[src/rtl/serial_frame_pkg.sv]
// Shared types for the serial frame receiver: FSM state encoding and
// the bit-timing counter width helper.
package serial_frame_pkg;

    typedef enum logic [2:0] {
        IDLE,
        START,
        DATA,
        PARITY,
        STOP
    } rxState_t;

    function automatic int cntWidth(input int div);
        return (div <= 2) ? 1 : $clog2(div);
    endfunction

endpackage

[src/rtl/sync2.sv]
// Two-flop synchronizer for an asynchronous line that idles high;
// both stages reset to 1 so a reset never looks like a start edge.
module sync2 (
    input  logic clk,
    input  logic rst_n,
    input  logic d,
    output logic q
);

    logic meta;

    always_ff @(posedge clk or negedge rst_n) begin
        if (!rst_n) begin
            meta <= 1'b1;
            q    <= 1'b1;
        end else begin
            meta <= d;
            q    <= meta;
        end
    end

endmodule

[src/rtl/serial_frame_rx.sv]
// Oversampling serial frame receiver with a one-word valid/ready holding
// register. Optional parity bit is compiled in with SERIAL_FRAME_RX_PARITY_EN.
module serial_frame_rx
    import serial_frame_pkg::*;
#(
    parameter int DATA_W  = 8,
    parameter int DIV     = 16,
    parameter int PAR_ODD = 0
) (
    input  logic              CLK,
    input  logic              R,
    input  logic              gnd,
    input  logic              vdd,
    input  logic              RXD,
    output logic [DATA_W-1:0] DOUT,
    output logic              VALID,
    input  logic              READY,
    output logic              FERR,
    output logic              PERR,
    output logic              OVR,
    output logic              BUSY
);

    localparam int CW = cntWidth(DIV);
    localparam int BW = $clog2(DATA_W + 1);

    rxState_t          state;
    logic [CW-1:0]     cnt;
    logic [BW-1:0]     bitIdx;
    logic [DATA_W-1:0] shiftReg;
    logic              rxs;
    logic              rxsPrev;
    logic              done;
    logic              doneFerr;
    logic              doneParErr;
    logic              unusedPower;

    assign unusedPower = gnd ^ vdd;

    sync2 u_sync (
        .clk   (CLK),
        .rst_n (R),
        .d     (RXD),
        .q     (rxs)
    );

    assign BUSY = (state != IDLE);

`ifdef SERIAL_FRAME_RX_PARITY_EN
    logic parBit;
    logic perrReg;
    assign PERR = perrReg;
`else
    assign PERR = 1'b0;
`endif

    // Bit-timing FSM: start is confirmed at mid-bit, later bits sampled
    // every DIV cycles; done pulses once per completed frame.
    always_ff @(posedge CLK or negedge R) begin
        if (!R) begin
            state      <= IDLE;
            cnt        <= '0;
            bitIdx     <= '0;
            shiftReg   <= '0;
            rxsPrev    <= 1'b1;
            done       <= 1'b0;
            doneFerr   <= 1'b0;
            doneParErr <= 1'b0;
`ifdef SERIAL_FRAME_RX_PARITY_EN
            parBit     <= 1'b0;
`endif
        end else begin
            rxsPrev <= rxs;
            done    <= 1'b0;
            case (state)
                IDLE: begin
                    if (rxsPrev && !rxs) begin
                        state <= START;
                        cnt   <= CW'(DIV / 2 - 1);
                    end
                end
                START: begin
                    if (cnt != '0) begin
                        cnt <= cnt - 1'b1;
                    end else if (rxs) begin
                        state <= IDLE;
                    end else begin
                        state  <= DATA;
                        cnt    <= CW'(DIV - 1);
                        bitIdx <= '0;
                    end
                end
                DATA: begin
                    if (cnt != '0) begin
                        cnt <= cnt - 1'b1;
                    end else begin
                        shiftReg <= {rxs, shiftReg[DATA_W-1:1]};
                        bitIdx   <= bitIdx + 1'b1;
                        cnt      <= CW'(DIV - 1);
                        if (bitIdx == BW'(DATA_W - 1)) begin
`ifdef SERIAL_FRAME_RX_PARITY_EN
                            state <= PARITY;
`else
                            state <= STOP;
`endif
                        end
                    end
                end
`ifdef SERIAL_FRAME_RX_PARITY_EN
                PARITY: begin
                    if (cnt != '0) begin
                        cnt <= cnt - 1'b1;
                    end else begin
                        parBit <= rxs;
                        cnt    <= CW'(DIV - 1);
                        state  <= STOP;
                    end
                end
`endif
                STOP: begin
                    if (cnt != '0) begin
                        cnt <= cnt - 1'b1;
                    end else begin
                        done     <= 1'b1;
                        doneFerr <= !rxs;
`ifdef SERIAL_FRAME_RX_PARITY_EN
                        doneParErr <= ((^shiftReg) ^ parBit) != (PAR_ODD != 0);
`else
                        doneParErr <= 1'b0;
`endif
                        state    <= IDLE;
                    end
                end
                default: state <= IDLE;
            endcase
        end
    end

    // Holding register: a finished frame loads if the slot is empty or
    // being drained this cycle, otherwise it is dropped with an OVR pulse.
    always_ff @(posedge CLK or negedge R) begin
        if (!R) begin
            DOUT    <= '0;
            VALID   <= 1'b0;
            FERR    <= 1'b0;
            OVR     <= 1'b0;
`ifdef SERIAL_FRAME_RX_PARITY_EN
            perrReg <= 1'b0;
`endif
        end else begin
            OVR <= 1'b0;
            if (done && (!VALID || READY)) begin
                DOUT    <= shiftReg;
                FERR    <= doneFerr;
                VALID   <= 1'b1;
`ifdef SERIAL_FRAME_RX_PARITY_EN
                perrReg <= doneParErr;
`endif
            end else if (done) begin
                OVR <= 1'b1;
            end else if (VALID && READY) begin
                VALID <= 1'b0;
            end
        end
    end

`ifndef SERIAL_FRAME_RX_PARITY_EN
    logic unusedPar;
    assign unusedPar = doneParErr;
`endif

endmodule

[config.mk]
export PLATFORM = sky130hd
export DESIGN_NAME = serial_frame_rx
export DESIGN_NICKNAME = d
export VERILOG_FILES = /design/src/rtl/serial_frame_pkg.sv /design/src/rtl/sync2.sv /design/src/rtl/serial_frame_rx.sv
export SDC_FILE = /design/constraint.sdc
export NUM_CORES = 1
export LEC_CHECK = 0
export CAP_MARGIN = 15
export CORE_MARGIN = 4
export CORE_UTILIZATION = 49
export CTS_CLUSTER_DIAMETER = 150
export DETAILED_ROUTE_END_ITERATION = 8
export PLACE_DENSITY = 0.74
export SYNTH_ARGS = -nofsm -noshare
export SYNTH_HDL_FRONTEND = slang
export SYNTH_SLANG_ARGS = --single-unit
[constraint.sdc]
create_clock -name CLK -period 1.9 [get_ports CLK]
set_clock_uncertainty 0.2 [all_clocks]
set_input_delay 0.285 -clock CLK [delete_from_list [all_inputs] [get_ports CLK]]
set_output_delay 0.285 -clock CLK [all_outputs]
set_load 0.01 [all_outputs]
==> results.ini, run 1 <==
[status]
status=finished, final reports clean

[cts]
cts.sinks=35
clock_path_buffers=2
clock-root-buffer=clkbuf_4
cts_tree=done
htreeDepth=2
hold_buffers=0
cts_inserted_buffers=5
worstSkewPairLatency_ps=340
path_clk_slew_ps=120

[timing]
final.setup.tns_ps=0
whs_ps=132
finalCritPeriodShare=0.963
slew_viol_final=0
setup_viol=0
post-route-min-period_ps=1830
hold_viol=0
clock.fmax_mhz=547
rsz0062_at_grt=true

[critical_path]
critPathLaunch=state[1]
cp-end-kind=output port
r2r-start=cnt[0]
r2r_cells=7
crit_fanout=2
cp_data_required_time_ps=1410
cp_num_buf_inv=1
critical_path.slowest_cell=dfrtp_2
path_class=reg -> out
path_cells=or3_1 -> clkdlybuf4s15_1
crit_family=flip-flops
slowest_delay_ps=420
crit_arrival_ps=1340
reg2reg_slack_ps=80
cp-start-kind=flop
r2r-end=cnt[3]

[floorplanning]
fp-row-count=20
start_util=0.508
fp.dieArea_um2=4130
ioPinCount=19
die_h_um=64.3
coreArea_um2=3050
die_w_um=64.3

[logic_synthesis]
synth_cell_type_count=36
netlist.area_leader.share=0.516
ys_seq_elements=35
yosysWarnings=0
synth-edff-count=0
syn_inst=128
syn_nets=136
yosysMostFrequentCell=dfrtp_1
async_reset_ff_frac=1.00
avgSynthCellArea_um2=12.1
synth_top_flop_cell=dfrtp_1
synth_area_um2=1550
synth_commonest_cells=32 x dfrtp_1, 9 x mux2_2, 9 x nand2_1
yosys.area.top_type=dfrtp_1
ys_top_cells_by_area=dfrtp_1 52%, mux2_2 6.5%, mux2_1 5.8%
yosysSeqAreaShare=0.567

[pwr]
cellPowerDensity_nw_per_um2=1020
vdd_drop_max_mv=0.753
p_leak_nw=0.920

[routing]
drt_pre_antenna_iters=4
num_vias=1084
viasPerCell=5.14
drtIter0Drc=36
drc=0
postRouteAntennaNets=0
post_drt_wl_per_cell_um=13.2
wirelength_um=2780

[min_path]
hold_path.class=in -> async

[layout]
drive_gt1_frac=0.299
fin_cells=211
area_growth_pct=27.4
fin_area_um2=1980
diodes=0
final_net_count=174
fill_cells=265

[placed_design]
gp_congestion=0.821
io_buffers=15
placed_area_um2=1850
dp.final_hpwl_um=2070
placed_cells=198

[grt]
grt_pass1_wl_um=5220
grt_start_max_net_pins=36
grt_pass1_vias=1183
track_usage=0.166
antenna_found_initial=0
gr-total-overflow=0

[flow_run]
cap_violations=0

metal layers:
metal / global-route usage / share of wire / vias up
li1: - / - / 526
met1: 0.188 / 0.44 / 536
met2: 0.280 / 0.50 / 17
met3: 0.0562 / 0.041 / 5
met4: 0.0818 / 0.021 / 0
met5: 0 / 0 / -
cell families after synthesis:
| family | share of synthesized area |
|---|---|
| compound gates | 0.0750 |
| buf+inv | 0.0331 |
| xor+xnor | 0.0226 |
| other cells | 0.00242 |
| simple gates | 0.148 |
| flops | 0.567 |
| fa+ha+maj | 0.0161 |
| mux | 0.136 |
layout make-up:
| type | count | area [um^2] | share of cell area |
|---|---|---|---|
| sequential | 35 | 883 | 0.447 |
| multi-input combinational | 83 | 638 | 0.323 |
| timing repair buffer | 35 | 317 | 0.160 |
| tap | 44 | 55.1 | 0.0278 |
| clock buffer | 5 | 37.5 | 0.0190 |
| clock inverter | 3 | 23.8 | 0.0120 |
| inverter | 6 | 22.5 | 0.0114 |
sequential cells by signal, summed over array words and instances (netlist names), 3 cells and up:
signal    count
DOUT          8
shiftReg      8
bitIdx        4
cnt           4
state         3
layout by cell type, fill, tap and decap left out, drive strengths merged, types with 3 or more instances in the layout:
cell,count
nand2b,3
clkbuf,5
nand3,5
buf,20
dfstp,3
inv,7
nor2,5
dfrtp,32
a21oi,5
nor3b,4
xor2,4
nand2,9
clkdlybuf4s50,14
nor3,3
mux2,17
o21ai,8
power breakdown:
| part | internal (mW) | switching [mW] | total (mW) |
|---|---|---|---|
| clock network | 0.148 | 0.262 | 0.410 |
| registers | 0.824 | 0.0745 | 0.898 |
| logic | 0.371 | 0.329 | 0.701 |
| total | 1.34 | 0.666 | 2.01 |
what timing repair did:
item                                    in CTS  in global routing
endpoints found under the setup margin       2                 10
setup buffers                                3                  2
resized for setup                            6                  5
worst reg2reg max path: cells and delay by family (launching register included):
| family | cells | cell delay, ps |
|---|---|---|
| simple gates | 3 | 530 |
| compound gates | 1 | 210 |
| buf+inv | 2 | 210 |
| fa+ha+maj | 1 | 150 |
| flops | 1 | 410 |
worst max-delay path by stage:
stage	end	depth (start not counted)
floorplan	shiftReg[0]	5
global placement	cnt[3]	7
detailed placement	cnt[3]	7
CTS	cnt[3]	7
global route	cnt[3]	7
finish	BUSY	2
through the flow:
stage / setup WS [ps] / total power [mW] / utilization
2_1_floorplan: 63.6 / 1.28 / -
6_report: 71.2 / 2.01 / 0.648
5_1_grt: -13.0 / 2.16 / 0.648
4_1_cts: 14.4 / 1.98 / 0.636
3_3_place_gp: 58.4 / 1.50 / 0.607
3_5_place_dp: 12.3 / 1.53 / 0.607
Power figures use the tool's default switching activity.
==> inputs of run 2 (changes only) <==
- GPL_TIMING_DRIVEN: default -> 0
==> results.ini, run 2 (same netlist as run 1, synthesis figures left out) <==
[status]
status=finished, final reports clean

[floorplanning]
die_w_um=64.3
coreArea_um2=3050
fp-row-count=20
die_h_um=64.3
fp.dieArea_um2=4130
start_util=0.508
ioPinCount=19

[timing]
slew_viol_final=0
maxSlewHeadroom=0.503
finalCritPeriodShare=0.982
setup_viol=0
post-route-min-period_ps=1870
whs_ps=125
rsz0062_at_grt=true
tightest_slew_ps=746
hold_viol=0
clock.fmax_mhz=536

[pwr]
power.total_mw=2.01
cellPowerDensity_nw_per_um2=1020
vdd_drop_max_mv=0.759
p_leak_nw=0.922

[cts]
cts_inserted_buffers=5
clock_path_buffers=2
cts.sinks=35
htreeDepth=2
path_clk_slew_ps=120
worstSkewPairLatency_ps=350
clock-root-buffer=clkbuf_4
cts_tree=done

[placed_design]
dp.final_hpwl_um=1840
gp_congestion=0.825
io_buffers=15

[layout]
drive_gt1_frac=0.285
layout_common_cells=32 x dfrtp_1, 13 x buf_4, 13 x clkdlybuf4s50_1
final_common_cell=dfrtp_1
diodes=0
area_growth_pct=27.3
final_net_count=172
top_regs=DOUT x8, shiftReg x8

[critical_path]
crit_fanout=6
r2r-start=state[2]
crit_arrival_ps=1380
cp-end-kind=output port
path_class=reg -> out
cp-start-kind=flop
cp_data_required_time_ps=1410
critPathLaunch=state[2]

[routing]
num_vias=1105
postRouteAntennaNets=0
wirelength_um=3020
post_drt_wl_per_cell_um=14.5
drt_pre_antenna_iters=3
drc=0
drtIter0Drc=37
viasPerCell=5.29

[grt]
track_usage=0.165
grt_pass1_vias=1139
grt_start_max_net_pins=36
antenna_found_initial=0
gr-total-overflow=0
grt_pass1_wl_um=5170

[min_path]
hp-start=RXD
hold_path.class=in -> reg

[flow_run]
cap_violations=0

## run 2: cell types whose count changed in the layout (fill, tap and decap cells not counted), moves of 2 or more
cell	before	now
buf_2	0	2
dfrtp_1	29	32
dfrtp_2	3	0
inv_1	4	6
inv_2	2	0
nor2_2	0	3
buf_4	18	13
nor2_1	4	2
## run 2: worst max-delay path: stages (launching register included)
cell,delay [ps]
dfrtp_1,400
buf_6,140
or3_1,350
buf_2,140
## run 2: per-layer routing
layer / GRT usage / vias up / wire (um)
met5: 0 / - / 0
met4: 0.0923 / 0 / 106
met3: 0.0633 / 12 / 122
met2: 0.258 / 25 / 1500
met1: 0.195 / 543 / 1290
li1: - / 525 / -
## run 2: metrics by stage
step | TNS (ps) | utilization | cell area (um^2) | worst slack [ps] | instances
2_1_floorplan | 0 | - | 1550 | 63.6 | 128
3_3_place_gp | -11650 | 0.575 | 1760 | -333 | 187
3_5_place_dp | -1320 | 0.574 | 1750 | -160 | 187
4_1_cts | -3.42 | 0.621 | 1900 | -3.42 | 203
5_1_grt | -100 | 0.647 | 1980 | -58.7 | 209
6_report | 0 | 0.647 | 1980 | 34.1 | 209
## run 2: area by class of cell
cell class | instances | area, um^2
tap | 44 | 55.1
buffer | 4 | 37.5
fill | 267 | 1080
inverter | 6 | 22.5
multi-input combinational | 84 | 661
sequential | 35 | 880
clock buffer | 6 | 51.3
clock inverter | 2 | 16.3
timing repair buffer | 28 | 253
## run 2: what timing repair did
| action | 4_1_cts | 5_1_grt |
|---|---|---|
| pin swaps | 1 | 3 |
| setup endpoints to repair | 10 | 16 |
| endpoints found under the hold margin | 32 | 0 |
| gates resized for setup | 8 | 7 |
| gates cloned | 1 | 0 |
| hold buffers | 1 | 0 |
| buffers inserted | 6 | 6 |
## run 2: where the power goes
group	leakage, nW	switching, mW	total (mW)	internal (mW)
Combinational	0.422	0.344	0.658	0.314
Sequential	0.466	0.0747	0.895	0.821
Clock	0.0345	0.272	0.455	0.182
Total	0.922	0.691	2.01	1.32
## run 2: path summary, 6_finish.rpt
path                       slack [ps]          end  cells past startpoint
max                                30         BUSY                      3
min                               130  u_sync.meta                      1
max reg2reg                        30       cnt[3]                      7
min reg2reg                       170     u_sync.q                      0
max in group asynchronous         690     state[0]                      2
min in group asynchronous         320      DOUT[0]                      2
